`src/rtl/mic_level_meter.sv`:
```
// -----------------------------------------------------------------------------
// mic_level_meter
//   Converts raw 12-bit microphone samples into a 4-bit volume level (0..15)
//   for the volume bar renderer. The peak sample is tracked over a fixed
//   window of WINDOW_SAMPLES valid strobes and quantised once per window.
//
// Parameters
//   WINDOW_SAMPLES : valid samples per window (2..65535)
//   BASELINE       : idle (zero-signal) code; samples at or below are silence
//   SHIFT          : right shift applied to (peak - BASELINE) to form the level
//
// Ports
//   clk         in   1   system clock, rising edge
//   rst_n       in   1   asynchronous active-low reset
//   mic_in      in  12   raw unsigned microphone sample
//   mic_valid   in   1   one-cycle strobe: mic_in holds a new sample
//   freeze      in   1   1 = hold level/peak_out, suppress level_valid
//   level       out  4   quantised volume (feeds volume bar mic_data)
//   peak_out    out 12   peak sample of the last completed window
//   level_valid out  1   one-cycle pulse when level/peak_out update
//
// Configuration macro
//   PEAK_DECAY_EN : when defined, level rises immediately but falls by at most
//                   one step per window (peak-hold ballistics). peak_out and
//                   level_valid are unaffected.
// -----------------------------------------------------------------------------
module mic_level_meter #(
   parameter int WINDOW_SAMPLES = 4000,
   parameter int BASELINE       = 2048,
   parameter int SHIFT          = 7
) (
   input  logic        clk,
   input  logic        rst_n,
   input  logic [11:0] mic_in,
   input  logic        mic_valid,
   input  logic        freeze,
   output logic [3:0]  level,
   output logic [11:0] peak_out,
   output logic        level_valid
);

   localparam int          CNT_W    = $clog2(WINDOW_SAMPLES);
   localparam logic [11:0] BASE12   = 12'(BASELINE);
   localparam logic [CNT_W-1:0] CNT_LAST = CNT_W'(WINDOW_SAMPLES - 1);

   // Map a window peak to a 0..15 level. The subtraction only happens above
   // the baseline so the 12-bit difference can never wrap.
   function automatic logic [3:0] quantise(input logic [11:0] pk);
      logic [11:0] diff;
      logic [11:0] shifted;
      if (pk <= BASE12) begin
         quantise = 4'd0;
      end else begin
         diff    = pk - BASE12;
         shifted = diff >> SHIFT;
         if (shifted > 12'd15) begin
            quantise = 4'd15;
         end else begin
            quantise = shifted[3:0];
         end
      end
   endfunction

   logic [CNT_W-1:0] cnt_r;
   logic [11:0]      peak_r;
   logic [11:0]      pk_s;
   logic             win_end_s;
   logic [3:0]       q_s;
   logic [3:0]       level_next_s;

   // Running max including the current sample, so the final strobe of a
   // window is part of the value that gets quantised.
   always_comb begin
      pk_s         = peak_r;
      win_end_s    = 1'b0;
      q_s          = 4'd0;
      level_next_s = level;
      if (mic_in > peak_r) begin
         pk_s = mic_in;
      end else begin
         pk_s = peak_r;
      end
      win_end_s = mic_valid && (cnt_r == CNT_LAST);
      q_s       = quantise(pk_s);
`ifdef PEAK_DECAY_EN
      // Rise instantly, fall one step per window. q >= 0 always holds, so
      // the decrement branch is never taken with level at zero.
      if (q_s >= level) begin
         level_next_s = q_s;
      end else begin
         level_next_s = level - 4'd1;
      end
`else
      level_next_s = q_s;
`endif
   end

   // Window counter, peak tracker and registered outputs.
   always_ff @(posedge clk or negedge rst_n) begin
      if (!rst_n) begin
         cnt_r       <= '0;
         peak_r      <= 12'd0;
         level       <= 4'd0;
         peak_out    <= 12'd0;
         level_valid <= 1'b0;
      end else begin
         level_valid <= 1'b0;
         if (mic_valid) begin
            if (win_end_s) begin
               // Clear for the next window; a sample cannot share this edge.
               cnt_r  <= '0;
               peak_r <= 12'd0;
               // A window completing under freeze is simply discarded.
               if (!freeze) begin
                  level       <= level_next_s;
                  peak_out    <= pk_s;
                  level_valid <= 1'b1;
               end
            end else begin
               cnt_r  <= cnt_r + CNT_W'(1);
               peak_r <= pk_s;
            end
         end
      end
   end

endmodule

```
`config.mk`:
```
export PLATFORM = sky130hd
export DESIGN_NAME = mic_level_meter
export DESIGN_NICKNAME = d
export VERILOG_FILES = /design/src/rtl/mic_level_meter.sv
export SDC_FILE = /design/constraint.sdc
export NUM_CORES = 1
export LEC_CHECK = 0
export CORE_UTILIZATION = 57
export CTS_CLUSTER_DIAMETER = 60
export DETAILED_ROUTE_END_ITERATION = 12
export PLACE_DENSITY = 0.84
export SYNTH_ARGS = -nofsm -noshare
export SYNTH_HDL_FRONTEND = slang
export SYNTH_SLANG_ARGS = --single-unit
```
`constraint.sdc`:
```
create_clock -name clk -period 5.1 [get_ports clk]
set_input_delay 1.02 -clock clk [delete_from_list [all_inputs] [get_ports clk]]
set_output_delay 1.02 -clock clk [all_outputs]
set_load 0.02 [all_outputs]
```
==> reports/metrics.cfg <==
[logic_synthesis]
synth.avg_cell_area_sq_um = 9.94
ys_seq_area_share_pct = 48.4
synthMuxAreaShare_pct = 7.27
synth_top_family_by_area = simple AND/OR/NAND/NOR gates
synth-adder-area-share_pct = 7.68
synthXorXnorAreaFrac_pct = 3.31
syn_area_sq_mm = 0.00212
synthCells = 213
ys_ff_latch = 41
synth-compound-area-share_pct = 13.7
synth_warnings = 0
yosys.area_share.simple_pct = 14.8
synth.net_count = 242
ys_types = 33

[grt]
grt_usage_pct = 23.6
grt_overflow_total = 0
grt_max_degree = 42
grt_pass1_vias = 1644
antenna_found_initial = 0
grt_first_pass_wirelength_um = 7210

[status]
status = finished, final reports clean

[pwr]
internal_power_mw = 0.767
switching_power_mw = 0.374
p_per_area_mw_per_mm2 = 442
peakVddDrop_mv = 0.353
cellLeakagePower_nw = 1.17
clkPwrFrac_pct = 27.2
seq_power_share_pct = 40.2
combinationalPowerShare_pct = 32.5
p_sw_share_pct = 32.8

[floorplanning]
initial_core_util_pct = 61.5
core_area_sq_mm = 0.00344
die_h_um = 63.0
io_pins = 33
placementRows = 21
die_width_um = 63.0
die_area_sq_mm = 0.00396

[detailed_routing]
firstDrtPassIters = 4
first_iter_violations = 104
route.vias.total = 1620
wl_per_cell_um = 13.9
antenna_left = 0
drc = 0
routed_wl_um = 4050
via_per_inst = 5.57

[finish]
antenna_cells = 0
layout_common_cells = dfrtp_1 (41), nand2_1 (33), clkdlybuf4s50_1 (31)
syn_to_final_growth_pct = 21.8
final_common_cell = dfrtp_1
fin_nets = 273
drive_gt1_share_pct = 5.71

[place]
gp_congestion = 0.875
placement.io_buffers = 32
hpwlAfterDp_um = 2780

[hold_path]
hold_path.class = reg2reg
hp-start = cnt_r[4]

[setup_path]
cpMaxStageDelayCell = a31oi_4
cp_cell_sequence = clkdlybuf4s50_1 -> ha_1 -> nor2b_1 -> o211ai_1 -> a211o_1 -> a31oi_4 -> o21ai_1 -> a22o_1
start_kind = input pin
arrival_ns = 3.74
required_ns = 5.29
startpoint = mic_in[1]
critPathKind = in2reg
max_stage_delay_ns = 0.60
endpoint_kind = flip-flop
r2r-start = peak_r[1]
path_max_fanout = 19

[clock_tree]
post_cts_buffers = 0
cts_hold_buf = 0
cts_tree = yes
htree_levels = 2
cts_buffers = 5
ctsResizeCount = 0
worstSkewPairLatency_ns = 0.30
clkTransAtPathRegs_ns = 0.08
cts.sinks = 41
cts.path.max_buffers = 2
cts.root.buffer_cell = clkbuf_8

[flow_run]
maxCapViolCount = 0

[timing]
hold_viol_final = 0
max_freq_mhz = 281
fin_crit_ns = 3.56
setup_tns_ns = 0
period_share_pct = 69.7
holdWs_ns = 0.476
finalClockSkew_ns = 0.00273
slew_headroom_pct = 27.9
slew_violations = 0
grt_setup_unrepaired = false
finalSetupViolations = 0
tightest_slew_ns = 1.08

power groups by stage:
| stage | clock network, mW | logic [mW] | registers (mW) |
|---|---|---|---|
| floorplan | 0 | 0.304 | 0.445 |
| global placement | 0 | 0.355 | 0.459 |
| detailed placement | 0 | 0.367 | 0.461 |
| CTS | 0.311 | 0.373 | 0.457 |
| global route | 0.330 | 0.418 | 0.468 |
| finish | 0.311 | 0.371 | 0.459 |
registers in the layout, indices dropped and copies added, names as in the netlist:
name,count
level,4
level_valid,1
peak_r,12
peak_out,12
cnt_r,12
logic make-up (layout without fill, tap and decap cells):
kind of cell / count (synthesis) / in the layout
compound gates: 44 / 44
flops: 41 / 41
simple gates: 69 / 69
xor+xnor: 8 / 8
mux: 15 / 15
buf+inv: 23 / 55
fa+ha+maj: 13 / 13
metrics by stage:
step,total power [mW],setup slack (ns),area [sq um],cells,utilization (%)
floorplan,0.749,2.43,2120,213,-
global placement,0.815,1.35,2450,283,71.1
detailed placement,0.828,1.25,2450,283,71.1
CTS,1.14,1.52,2580,291,75.0
global route,1.22,1.38,2580,291,75.0
finish,1.14,1.54,2580,291,75.0
cell usage after synthesis, drive strengths merged:
library cell | number | area (sq um)
nand2 | 33 | 124
nand2b | 2 | 12.5
or3 | 2 | 12.5
xnor2 | 5 | 43.8
nor2b | 1 | 6.26
nor2 | 10 | 37.5
mux2 | 3 | 33.8
a21oi | 6 | 30.0
nand3 | 7 | 35.0
mux2i | 12 | 120
a22o | 12 | 105
a31oi | 2 | 27.5
nand4 | 6 | 37.5
inv | 15 | 56.3
nor4 | 1 | 6.26
and3 | 1 | 6.26
o21ai | 21 | 105
dfrtp | 41 | 1030
o211ai | 1 | 7.51
nor4b | 1 | 8.76
a211o | 1 | 8.76
nor3 | 3 | 15.0
or2 | 1 | 6.26
o22ai | 1 | 6.26
buf | 5 | 33.8
xor2 | 3 | 26.3
and2 | 1 | 6.26
ha | 13 | 163
clkbuf | 3 | 11.3
worst max-delay path: cells and delay by family:
family          cells  cell delay [ns]
compound gates      5             1.78
fa+ha+maj           1             0.33
simple gates        1             0.16
buf+inv             1             0.46
layer usage:
metal / GRT usage [%] / part of all wire (%) / vias to the layer above
met3: 7.12 / 3.8 / 9
met5: 0 / 0 / -
met2: 37.8 / 49 / 36
met1: 29.8 / 46 / 774
met4: 8.72 / 1.7 / 0
li1: - / - / 801
path summary, 6_finish.rpt:
check	endpoint	cells after the start	slack, ns
setup / recovery	peak_r[2]	8	1.54
hold / removal	cnt_r[4]	1	0.48
setup reg to reg	peak_r[2]	8	2.33
hold reg to reg	cnt_r[4]	1	0.48
max in group asynchronous	peak_out[0]	1	3.71
min in group asynchronous	peak_out[10]	1	0.84
layout make-up:
type                    instances  area (sq um)
fillers                       251           862
clock buffers                   5          68.8
clock inverters                 3          65.1
well taps                      46          57.6
inverters                      15          56.3
flip-flops and latches         41          1030
multi-input cells             149           991
repair buffers                 32           315
No activity file was read; power rests on OpenSTA's default activity.
